File: src/rtl/mult_arb_pkg.sv
// Shared widths, controller states and tag-width helper for the mult_arb slice.
// Optional feature macro: MULT_ARB_PRIO0_EN (requester 0 strict priority).
package mult_arb_pkg;

  localparam int OP_W   = 8;
  localparam int PROD_W = 16;

  typedef enum logic [1:0] {
    ST_RUN   = 2'd0,
    ST_DRAIN = 2'd1,
    ST_HALT  = 2'd2
  } state_e;

  // Tag/pointer width for n requesters; never narrower than one bit.
  function automatic int clog2(input int n);
    int w;
    w = 1;
    while ((1 << w) < n) w = w + 1;
    return w;
  endfunction

endpackage

File: src/rtl/mult_arb_rr_arbiter.sv
// Round-robin grant: first requesting index at or above ptr, wrapping.
// With MULT_ARB_PRIO0_EN defined, requester 0 wins outright whenever it requests.
module rr_arbiter
  import mult_arb_pkg::*;
#(
  parameter int N  = 4,
  parameter int PW = clog2(N)
) (
  input  logic [N-1:0]  req,
  input  logic [PW-1:0] ptr,
  output logic [N-1:0]  gnt,
  output logic [PW-1:0] gnt_idx,
  output logic          gnt_any
);

  logic [N-1:0]  rr_req;
  logic [PW-1:0] cand_idx;

  always_comb begin
    gnt      = '0;
    gnt_idx  = '0;
    gnt_any  = 1'b0;
    cand_idx = '0;
`ifdef MULT_ARB_PRIO0_EN
    rr_req = {req[N-1:1], 1'b0};
`else
    rr_req = req;
`endif
    for (int off = 0; off < N; off++) begin
      cand_idx = PW'((int'(ptr) + off) % N);
      if (!gnt_any && rr_req[cand_idx]) begin
        gnt_any       = 1'b1;
        gnt[cand_idx] = 1'b1;
        gnt_idx       = cand_idx;
      end
    end
`ifdef MULT_ARB_PRIO0_EN
    if (req[0]) begin
      gnt     = N'(1);
      gnt_idx = '0;
      gnt_any = 1'b1;
    end
`endif
  end

endmodule

File: src/rtl/mult_arb.sv
// Arbitrates NUM_REQ requesters onto one external pipelined multiplier and
// routes each product back by tag. Optional macro: MULT_ARB_PRIO0_EN.
// Handshake: a requester transfers in any cycle where req_valid[i] && req_ready[i];
// req_ready depends on req_valid combinationally and carries no other promise.
module mult_arb
  import mult_arb_pkg::*;
#(
  parameter int NUM_REQ = 4,
  parameter int MUL_LAT = 3
) (
  input  logic                    clk,
  input  logic                    reset,
  input  logic [NUM_REQ-1:0]      req_valid,
  output logic [NUM_REQ-1:0]      req_ready,
  input  logic [OP_W*NUM_REQ-1:0] req_a,
  input  logic [OP_W*NUM_REQ-1:0] req_b,
  output logic [OP_W-1:0]         mul_a,
  output logic [OP_W-1:0]         mul_b,
  input  logic [PROD_W-1:0]       mul_res,
  output logic [NUM_REQ-1:0]      rsp_valid,
  output logic [PROD_W-1:0]       rsp_data,
  input  logic                    drain,
  output logic                    busy,
  output logic                    halted
);

  localparam int TW = clog2(NUM_REQ);

  state_e                     state_q, state_d;
  logic [TW-1:0]              ptr_q, ptr_d;
  logic [MUL_LAT-1:0]         pv_q, pv_d;
  logic [MUL_LAT-1:0][TW-1:0] pt_q, pt_d;
  logic [NUM_REQ-1:0]         rsp_valid_q, rsp_valid_d;
  logic [PROD_W-1:0]          rsp_data_q, rsp_data_d;

  logic [NUM_REQ-1:0] arb_req;
  logic [NUM_REQ-1:0] gnt;
  logic [TW-1:0]      gnt_idx;
  logic               gnt_any;

  assign arb_req = (state_q == ST_RUN && !drain) ? req_valid : '0;

  rr_arbiter #(.N(NUM_REQ), .PW(TW)) u_arb (
    .req     (arb_req),
    .ptr     (ptr_q),
    .gnt     (gnt),
    .gnt_idx (gnt_idx),
    .gnt_any (gnt_any)
  );

  assign req_ready = gnt;
  assign mul_a     = gnt_any ? req_a[OP_W*gnt_idx +: OP_W] : '0;
  assign mul_b     = gnt_any ? req_b[OP_W*gnt_idx +: OP_W] : '0;
  assign busy      = (|pv_q) | (|rsp_valid_q);
  assign halted    = (state_q == ST_HALT);
  assign rsp_valid = rsp_valid_q;
  assign rsp_data  = rsp_data_q;

  always_comb begin
    ptr_d = ptr_q;
    if (gnt_any) ptr_d = (gnt_idx == TW'(NUM_REQ - 1)) ? '0 : gnt_idx + TW'(1);
`ifdef MULT_ARB_PRIO0_EN
    if (gnt[0]) ptr_d = ptr_q;
`endif
  end

  // Tag pipe tracks the multiplier latency so mul_res lines up with its tag.
  always_comb begin
    pv_d[0] = gnt_any;
    pt_d[0] = gnt_idx;
    for (int i = 1; i < MUL_LAT; i++) begin
      pv_d[i] = pv_q[i-1];
      pt_d[i] = pt_q[i-1];
    end
  end

  always_comb begin
    rsp_valid_d = '0;
    rsp_data_d  = rsp_data_q;
    if (pv_q[MUL_LAT-1]) begin
      rsp_valid_d[pt_q[MUL_LAT-1]] = 1'b1;
      rsp_data_d                   = mul_res;
    end
  end

  // A drain request always completes through HALT, even if drain drops early.
  always_comb begin
    state_d = state_q;
    case (state_q)
      ST_RUN:   if (drain) state_d = ST_DRAIN;
      ST_DRAIN: if (!busy) state_d = ST_HALT;
      ST_HALT:  if (!drain) state_d = ST_RUN;
      default:  state_d = ST_RUN;
    endcase
  end

  always_ff @(posedge clk) begin
    if (reset) begin
      state_q     <= ST_RUN;
      ptr_q       <= '0;
      pv_q        <= '0;
      pt_q        <= '0;
      rsp_valid_q <= '0;
      rsp_data_q  <= '0;
    end else begin
      state_q     <= state_d;
      ptr_q       <= ptr_d;
      pv_q        <= pv_d;
      pt_q        <= pt_d;
      rsp_valid_q <= rsp_valid_d;
      rsp_data_q  <= rsp_data_d;
    end
  end

endmodule

File: config.mk
export PLATFORM = sky130hd
export DESIGN_NAME = mult_arb
export DESIGN_NICKNAME = d
export VERILOG_FILES = /design/src/rtl/mult_arb_pkg.sv /design/src/rtl/mult_arb_rr_arbiter.sv /design/src/rtl/mult_arb.sv
export SDC_FILE = /design/constraint.sdc
export NUM_CORES = 1
export LEC_CHECK = 0
export BUFFER_PORTS_ARGS = -buffer_cell sky130_fd_sc_hd__buf_2
export CAP_MARGIN = 20
export CORE_ASPECT_RATIO = 0.8
export CORE_UTILIZATION = 31
export CTS_CLUSTER_DIAMETER = 200
export DETAILED_ROUTE_END_ITERATION = 6
export HOLD_SLACK_MARGIN = 0.08
export SLEW_MARGIN = 40
export SYNTH_ARGS = -nofsm -noshare
export SYNTH_HDL_FRONTEND = slang
export SYNTH_HIERARCHICAL = 1
export SYNTH_SLANG_ARGS = --single-unit
File: constraint.sdc
create_clock -name clk -period 5.8 [get_ports clk]
set_input_delay 1.16 -clock clk [delete_from_list [all_inputs] [get_ports clk]]
set_output_delay 1.16 -clock clk [all_outputs]
set_load 0.02 [all_outputs]
==> impl_metrics.env, run 1 <==
export IMPL_status="finished, final reports clean"
export IMPL_synth_cells=189
export IMPL_ys_top_cells_by_area="dfxtp_1, mux4_1, mux4_2"
export IMPL_synth_edf_count=0
export IMPL_crit_arrival_ns=4.08
export IMPL_vias=1888
export IMPL_fin_nets=405
export IMPL_fin_tns_setup_ns=0
export IMPL_slew_violations=0
export IMPL_layout_drive_gt1_share_pct=48.2
export IMPL_grt_max_degree=31
export IMPL_cts_setup_buffers=0
export IMPL_cts_buffer_depth=2
export IMPL_die_h_um=75.3
export IMPL_cp_num_buf_inv=3
export IMPL_finish_utilization_pct=44.1
export IMPL_ys_warn_count=6
export IMPL_synth_most_common_cell="dfxtp_1"
export IMPL_worstPathRequired_ns=4.64
export IMPL_synth_area_mm2=0.00208
export IMPL_grt_util_all_layers_pct=14.6
export IMPL_tritoncts="built"
export IMPL_antenna_found_initial=0
export IMPL_dpl_hpwl_um=3930
export IMPL_async_flop_share_pct=0
export IMPL_r2r_start="ptr_q[0]"
export IMPL_die_w_um=93.6
export IMPL_die_area_mm2=0.00705
export IMPL_wl_per_cell_um=12.7
export IMPL_synth_main_ff_cell="dfxtp_1"
export IMPL_cts_resized=0
export IMPL_grt_pass1_vias=1814
export IMPL_path_delay_family="simple AND/OR/NAND/NOR gates"
export IMPL_hp_start="pt_d[2]"
export IMPL_area_growth_pct=36.5
export IMPL_finalClockSkew_ns=0.00243
export IMPL_antenna_cells=0
export IMPL_fmax_ghz=0.191
export IMPL_clkLatencyLatePin_ns=0.27
export IMPL_drv_cap=0
export IMPL_place_inst=389
export IMPL_yosysSeqAreaShare_pct=31.7
export IMPL_cts_sinks=33
export IMPL_critical_path_class="input port to primary output"
export IMPL_synth_top_area_cell="dfxtp_1"
export IMPL_design_core_area_mm2=0.00644
export IMPL_io_pins=129
export IMPL_drtIter0Drc=94
export IMPL_drc=0
export IMPL_worstPathMaxFanout=19
export IMPL_critPathLaunchType="input port"
export IMPL_drtPass1Iterations=4
export IMPL_worstMarginPinSlew_ns=0.671
export IMPL_overflow=0
export IMPL_synth_distinct_cells=32
export IMPL_cp_startpoint="drain"
export IMPL_power_density_mw_per_mm2=437
export IMPL_post_route_period_util_pct=90.4
export IMPL_r2r_slack_ns=2.48
export IMPL_cts_root_buf="clkbuf_8"
export IMPL_fin_total_pwr_w=0.00124
export IMPL_cpMaxStageDelayCell="mux4_1"
export IMPL_yosysTopAreaCellShare_pct=31.7
export IMPL_cpPeakStageDelay_ns=0.48
export IMPL_grt_pass1_wl_um=8020
export IMPL_synth_nets=282
export IMPL_rsz0062_at_grt="false"
export IMPL_crit_path_cell_trace="buf_2 > nor3_1 > and2_1 > mux4_2 > and2b_2 > o21ai_0 > o31ai_4 > buf_4 > mux4_1 > and2_1 > buf_2"
export IMPL_initial_core_util_pct=32.3
export IMPL_gp_congestion=0.765
export IMPL_holdBufCountCts=0
export IMPL_end_kind="primary output"
export IMPL_drtAntennaViolNets=0
export IMPL_clk_pin_slew_ns=0.06
export IMPL_slew_headroom_pct=55.3
export IMPL_avgSynthCellArea_um2=11.0
export IMPL_total_leakage_power_nw=1.33
export IMPL_hold_class="flip-flop to flip-flop"
export IMPL_htreeDepth=2
export IMPL_fin_crit_ns=5.24
export IMPL_ys_ff_latch=33
export IMPL_hold_viol_final=0
export IMPL_layout_cells_non_filler=397
export IMPL_via_per_inst=4.76
export IMPL_routed_wl_um=5050
export IMPL_num_rows=26
export IMPL_setup_violations=0
export IMPL_cts_buffers=5
export IMPL_yosys_top_cells_count="dfxtp_1, nor2_1, and2_1"
export IMPL_vdd_drop_max_mv=0.164
export IMPL_port_buffers=128
## cell usage in the layout, fill, tap and decap left out, drive strengths merged
master and n:
a21oi 2, a22oi 8, a31oi 1, a32o 1, and2 20, and2b 1, and3 1, and3b 1
buf 130, clkbuf 8, dfxtp 33, ha 6, inv 4, mux2 2, mux2i 19, mux4 20
nand2 4, nand2b 1, nand4b 1, nor2 23, nor2b 11, nor3 3, nor3b 1, nor4 2
nor4b 1, o211ai 1, o21ai 6, o311ai 1, o31ai 1
## cells by family (layout without fill, tap and decap cells)
logic type / count (synthesis) / after routing / share of synthesized area (%)
and+or+nand+nor: 70 / 70 / 18.9
AOI/OAI and AO/OA: 21 / 21 / 6.74
DFF: 33 / 33 / 31.7
buffers and inverters: 18 / 142 / 5.35
muxes: 41 / 41 / 33.7
adders and majority gates: 6 / 6 / 3.61
## area by class of cell
cell class / count / area (um2)
repair buffers: 130 / 656
multi-input cells: 138 / 1320
clock buffers: 8 / 80.1
inverters: 4 / 15.0
well taps: 84 / 105
flip-flops and latches: 33 / 662
fillers: 661 / 3600
## layer usage
layer	vias to the layer above	track usage (%)	part of all wire (%)
met5	-	0	0
met4	0	4.10	1.0
met3	5	2.83	5.8
met2	71	27.0	48
met1	869	17.6	45
li1	943	-	-
## worst register-to-register path: stages, from the launching register on
cell and delay, ns:
dfxtp_1 0.70, inv_1 0.19, ha_1 0.40, mux4_2 0.45, nor4b_4 0.43, nor2_1 0.11, a32o_1 0.23, buf_4 0.21
ha_1 0.29, mux2i_1 0.13, nor2_1 0.05
## path summary, 6_finish.rpt
path | cells past startpoint | to
worst max-delay path | 11 | mul_a[3]
worst min-delay path | 1 | pt_d[4]
worst max register to register | 10 | ptr_q[1]
worst min register to register | 1 | pt_d[4]
## registers in the layout, summed over array words and instances (netlist names)
name and flops:
rsp_data 16, pt_d 4, rsp_valid 4, pv_q 3, pt_q 2, ptr_q 2, state_q 2
## per-stage QoR
step           cell area, um2  setup WS (ns)  hold WS [ns]
2_1_floorplan            2080           1.13         0.414
3_3_place_gp             2760          0.669         0.416
3_5_place_dp             2760          0.584         0.424
4_1_cts                  2840          0.561         0.438
5_1_grt                  2840          0.305         0.465
6_report                 2840          0.557         0.433
## power breakdown
group,switching [W],internal [W],total (W)
registers,0.0000343,0.000256,0.000291
logic,0.000422,0.000372,0.000794
clock network,0.0000712,0.0000850,0.000156
No activity file was read; power rests on OpenSTA's default activity.
==> inputs of run 2 (changes only) <==
--- a/config.mk
+++ b/config.mk
@@ -5,6 +5,7 @@
 export SDC_FILE = /design/constraint.sdc
 export NUM_CORES = 1
 export LEC_CHECK = 0
+export ABC_CLOCK_PERIOD_IN_PS = 5800
 export BUFFER_PORTS_ARGS = -buffer_cell sky130_fd_sc_hd__buf_2
 export CAP_MARGIN = 20
 export CORE_ASPECT_RATIO = 0.8
@@ -12,6 +13,7 @@
 export CTS_CLUSTER_DIAMETER = 200
 export DETAILED_ROUTE_END_ITERATION = 6
 export HOLD_SLACK_MARGIN = 0.08
+export RECOVER_POWER = 100
 export SLEW_MARGIN = 40
 export SYNTH_ARGS = -nofsm -noshare
 export SYNTH_HDL_FRONTEND = slang
==> run 2 against run 1 <==
Effect of this change: routed wire length rose by 0.28%; flip-flop and latch count did not move; utilization fell by 0.87 points; count of clock-buffer cells in the layout did not move; via count rose by 0.11%; critical path depth did not move; clock skew rose by 0.00070 ns.
==> impl_metrics.env, run 2 (synthesis gave the netlist of run 1 again) <==
export IMPL_drtAntennaViolNets=0
export IMPL_crit_path_frequent_cell="clkbuf_1"
export IMPL_critPathLaunchType="input port"
export IMPL_overflow=0
export IMPL_vdd_drop_max_mv=0.151
export IMPL_stdcell_area_mm2=0.00278
export IMPL_area_growth_pct=33.8
export IMPL_clock_power_share_pct=12.9
export IMPL_critical_path_class="input port to primary output"
export IMPL_hold_viol_final=0
export IMPL_cpPeakStageDelay_ns=0.48
export IMPL_worstMarginPinSlew_ns=1.28
export IMPL_fin_total_pwr_w=0.00121
export IMPL_crit_path_cell_trace="clkbuf_1 > nor3_1 > and2_0 > mux4_2 > and2b_1 > o21ai_0 > o31ai_4 > buf_4 > mux4_1 > and2_1 > clkbuf_1"
export IMPL_cts_root_buf="clkbuf_8"
export IMPL_port_buffers=128
export IMPL_cts_buffers=5
export IMPL_clkLatencyLatePin_ns=0.27
export IMPL_rsz0062_at_grt="false"
export IMPL_slew_headroom_pct=14.9
export IMPL_drtIter0Drc=106
export IMPL_grt_util_all_layers_pct=14.6
export IMPL_crit_arrival_ns=4.13
export IMPL_fin_crit_ns=5.29
export IMPL_io_pins=129
export IMPL_fin_nets=405
export IMPL_final_common_cell="buf_2"
export IMPL_holdBufCountCts=0
export IMPL_cts_sinks=33
export IMPL_r2r_slack_ns=2.45
export IMPL_dpl_hpwl_um=3930
export IMPL_finalClockSkew_ns=0.00313
export IMPL_power_frac_seq_pct=24.0
export IMPL_wl_per_cell_um=12.8
export IMPL_post_route_period_util_pct=91.2
export IMPL_gp_congestion=0.765
export IMPL_power_density_mw_per_mm2=436
export IMPL_initial_core_util_pct=32.3
export IMPL_drc=0
export IMPL_hold_class="flip-flop to flip-flop"
export IMPL_die_area_mm2=0.00705
export IMPL_vias=1890
export IMPL_routed_wl_um=5060
export IMPL_fin_tns_setup_ns=0
export IMPL_setup_violations=0
export IMPL_power_switching_w=0.000530
export IMPL_worstPathMaxFanout=19
export IMPL_drv_cap=0
export IMPL_worstPathRequired_ns=4.64
export IMPL_grt_pass1_wl_um=8020
export IMPL_largest_reg_flops=16
export IMPL_p_sw_share_pct=43.7
export IMPL_status="finished, final reports clean"
export IMPL_final_cell_mix="buf_2, clkbuf_1, dfxtp_1"
export IMPL_drtPass1Iterations=4
export IMPL_antenna_found_initial=0
export IMPL_dpl_cell_area_mm2=0.00276
export IMPL_end_kind="primary output"
export IMPL_cts_buffer_depth=2
export IMPL_combPwrFrac_pct=63.1
export IMPL_fmax_ghz=0.189
export IMPL_grt_max_degree=31
export IMPL_clk_pin_slew_ns=0.06
export IMPL_cpMaxStageDelayCell="mux4_1"
export IMPL_slew_violations=0
export IMPL_intPower_w=0.000683
export IMPL_total_leakage_power_nw=1.16
export IMPL_tritoncts="built"
export IMPL_cts_resized=0
export IMPL_grt_pass1_vias=1814
export IMPL_cts_setup_buffers=0
export IMPL_antenna_cells=0
export IMPL_via_per_inst=4.76
export IMPL_die_w_um=93.6
export IMPL_design_core_area_mm2=0.00644
export IMPL_die_h_um=75.3
export IMPL_num_rows=26
export IMPL_htreeDepth=2
export IMPL_layout_drive_gt1_share_pct=33.9
## run 2: changes by cell type in the layout (fill, tap and decap cells not counted), sizes merged
cell,change
buf,-43
clkbuf,+43
## run 2: power by group through the flow
stage,clock network [W],logic [W],registers [W]
2_1_floorplan,0,0.000633,0.000285
3_3_place_gp,0,0.000792,0.000294
3_5_place_dp,0,0.000802,0.000296
4_1_cts,0.000162,0.000805,0.000291
5_1_grt,0.000176,0.000839,0.000296
6_report,0.000156,0.000766,0.000291
## run 2: layout make-up
class	count	area [um2]
inverters	4	15.0
clock buffers	8	80.1
well taps	84	105
fillers	672	3660
repair buffers	130	602
flip-flops and latches	33	661
multi-input cells	138	1320
## run 2: per-layer routing
layer | vias to the layer above | wire, um | global-route usage (%)
li1 | 944 | - | -
met1 | 872 | 2300 | 17.6
met2 | 69 | 2420 | 27.0
met3 | 5 | 289 | 2.83
met4 | 0 | 51 | 4.10
met5 | - | 0 | 0
## run 2: critical path: cells and delay by family
| family | cells | cell delay, ns |
|---|---|---|
| buffers and inverters | 3 | 0.50 |
| muxes | 2 | 0.90 |
| and+or+nand+nor | 4 | 1.13 |
| AOI/OAI and AO/OA | 2 | 0.41 |
## run 2: stage by stage
stage / util (%) / hold WS, ns / worst slack [ns] / instances
6_report: 43.2 / 0.433 / 0.512 / 397
5_1_grt: 43.2 / 0.465 / 0.201 / 397
4_1_cts: 44.1 / 0.438 / 0.561 / 397
3_5_place_dp: 42.9 / 0.424 / 0.584 / 389
3_3_place_gp: 42.8 / 0.416 / 0.669 / 389
2_1_floorplan: - / 0.414 / 1.13 / 189
## run 2: path summary, 6_finish.rpt
| kind | from | end | cells past startpoint |
|---|---|---|---|
| min reg2reg | pt_d[2] | pt_d[4] | 1 |
| max reg2reg | ptr_q[0] | ptr_q[1] | 10 |
| max | drain | mul_a[5] | 11 |
| min | pt_d[2] | pt_d[4] | 1 |
==> inputs of run 3 (changes only) <==
==> constraint.sdc (replaced) <==
create_clock -name clk -period 5.8 [get_ports clk]
set_input_delay 0.58 -clock clk [delete_from_list [all_inputs] [get_ports clk]]
set_output_delay 0.58 -clock clk [all_outputs]
set_load 0.02 [all_outputs]
==> run 3 against run 2 <==
Effect of this change: sequential power barely moved; cell area barely moved; largest cell class unchanged; critical path depth fell by 2; total power rose by 0.60%; first-iteration DRC count fell by 38%; via count rose by 0.21%; count of clock-buffer cells in the layout fell by 2.
==> impl_metrics.env, run 3 (synthesis gave the netlist of run 1 again) <==
export IMPL_crit_end="mul_b[1]"
export IMPL_hold_viol_final=0
export IMPL_r2r_end="ptr_q[1]"
export IMPL_rsz0062_at_grt="false"
export IMPL_power_density_mw_per_mm2=438
export IMPL_total_leakage_power_nw=1.18
export IMPL_finalClockSkew_ns=0.00432
export IMPL_wl_per_cell_um=12.5
export IMPL_drtIter0Drc=66
export IMPL_r2r_start="ptr_q[0]"
export IMPL_worstMarginPinSlew_ns=1.24
export IMPL_cts_root_buf="clkbuf_8"
export IMPL_drtPass1Iterations=4
export IMPL_place_inst=390
export IMPL_port_buffers=128
export IMPL_hold_class="flip-flop to flip-flop"
export IMPL_drv_cap=0
export IMPL_io_pins=129
export IMPL_worstPathRequired_ns=5.22
export IMPL_fin_tns_setup_ns=0
export IMPL_design_core_area_mm2=0.00644
export IMPL_drtAntennaViolNets=0
export IMPL_drc=0
export IMPL_area_growth_pct=33.9
export IMPL_status="finished, final reports clean"
export IMPL_antenna_cells=0
export IMPL_whs_ns=0.436
export IMPL_dpl_hpwl_um=3870
export IMPL_cts_buffer_depth=2
export IMPL_cp_startpoint="ptr_q[0]"
export IMPL_cts_setup_buffers=0
export IMPL_routed_wl_um=4970
export IMPL_holdBufCountCts=0
export IMPL_worst_r2r_path_depth=9
export IMPL_antenna_found_initial=0
export IMPL_end_kind="primary output"
export IMPL_cts_resized=0
export IMPL_fin_total_pwr_w=0.00122
export IMPL_worstPathMaxFanout=18
export IMPL_grt_pass1_wl_um=7620
export IMPL_die_w_um=93.6
export IMPL_slew_violations=0
export IMPL_setup_violations=0
export IMPL_r2r_slack_ns=1.96
export IMPL_gp_congestion=0.767
export IMPL_stdcell_area_mm2=0.00279
export IMPL_num_rows=26
export IMPL_fmax_ghz=0.213
export IMPL_fin_nets=406
export IMPL_critPathLaunchType="flip-flop"
export IMPL_overflow=0
export IMPL_clk_pin_slew_ns=0.07
export IMPL_grt_max_degree=31
export IMPL_post_route_period_util_pct=80.9
export IMPL_htreeDepth=2
export IMPL_grt_pass1_vias=1724
export IMPL_tritoncts="built"
export IMPL_critical_path_class="flip-flop to primary output"
export IMPL_cts_sinks=33
export IMPL_slew_headroom_pct=17.2
export IMPL_final_cell_mix="buf_2, clkbuf_1, dfxtp_1"
export IMPL_fin_crit_ns=4.69
export IMPL_layout_cells_non_filler=398
export IMPL_cts_buffers=5
export IMPL_largest_reg_flops=16
export IMPL_clkLatencyLatePin_ns=0.28
export IMPL_initial_core_util_pct=32.3
export IMPL_grt_util_all_layers_pct=13.9
export IMPL_layout_drive_gt1_share_pct=35.0
export IMPL_die_area_mm2=0.00705
export IMPL_via_per_inst=4.76
export IMPL_crit_arrival_ns=4.11
export IMPL_final_common_cell="buf_2"
export IMPL_die_h_um=75.3
export IMPL_dpl_cell_area_mm2=0.00277
export IMPL_vias=1894
export IMPL_vdd_drop_max_mv=0.189
[run 3: changes by cell type in the layout (fill, tap and decap cells not counted)]
| cell | previous run | this run |
|---|---|---|
| clkbuf_1 | 46 | 42 |
| buf_2 | 85 | 87 |
| clkinv_2 | 0 | 2 |
| and2_0 | 1 | 0 |
| and2_1 | 19 | 20 |
| buf_6 | 0 | 1 |
| nor4b_1 | 0 | 1 |
| nor4b_4 | 1 | 0 |
[run 3: metrics by stage]
| stage | util, % | setup WS [ns] |
|---|---|---|
| 2_1_floorplan | - | 2.29 |
| 3_3_place_gp | 42.7 | 1.55 |
| 3_5_place_dp | 43.0 | 1.63 |
| 4_1_cts | 44.3 | 1.31 |
| 5_1_grt | 43.2 | 0.737 |
| 6_report | 43.2 | 1.11 |
[run 3: layout make-up]
cell class / instances / area, um2
Timing Repair Buffer: 131 / 616
Tap cell: 84 / 105
Clock buffer: 6 / 72.6
Inverter: 4 / 15.0
Multi-Input combinational cell: 138 / 1310
Clock inverter: 2 / 10.0
Fill cell: 694 / 3660
Sequential cell: 33 / 661
[run 3: per-layer routing]
metal / up-vias / GRT usage [%] / routed length [um] / part of all wire, %
li1: 948 / - / - / -
met1: 857 / 15.9 / 2140 / 43
met2: 80 / 25.1 / 2340 / 47
met3: 9 / 4.65 / 429 / 8.6
met4: 0 / 4.44 / 61 / 1.2
met5: - / 0 / 0 / 0
[run 3: how the worst min path moves through the flow]
stage | startpoint | cells after the start | to | slack, ns
finish | pt_d[5] | 1 | pt_q[5] | 0.44
global route | pt_d[5] | 1 | pt_q[5] | 0.46
CTS | pt_d[5] | 1 | pt_q[5] | 0.44
detailed placement | pt_d[5] | 1 | pt_q[5] | 0.42
global placement | pt_d[3] | 1 | pt_d[5] | 0.42
floorplan | pt_d[2] | 1 | pt_d[4] | 0.41
[run 3: critical path, cell delays in order (launching register included)]
cell,delay [ns]
dfxtp_1,0.70
inv_1,0.19
ha_1,0.40
mux4_2,0.42
nor4b_1,0.76
nor2_1,0.13
a32o_1,0.50
mux4_2,0.38
and2_1,0.17
clkbuf_1,0.17
[run 3: where the power goes]
part,internal [W],switching (W)
logic,0.000351,0.000418
registers,0.000256,0.0000347
clock network,0.0000829,0.0000774
total,0.000690,0.000530
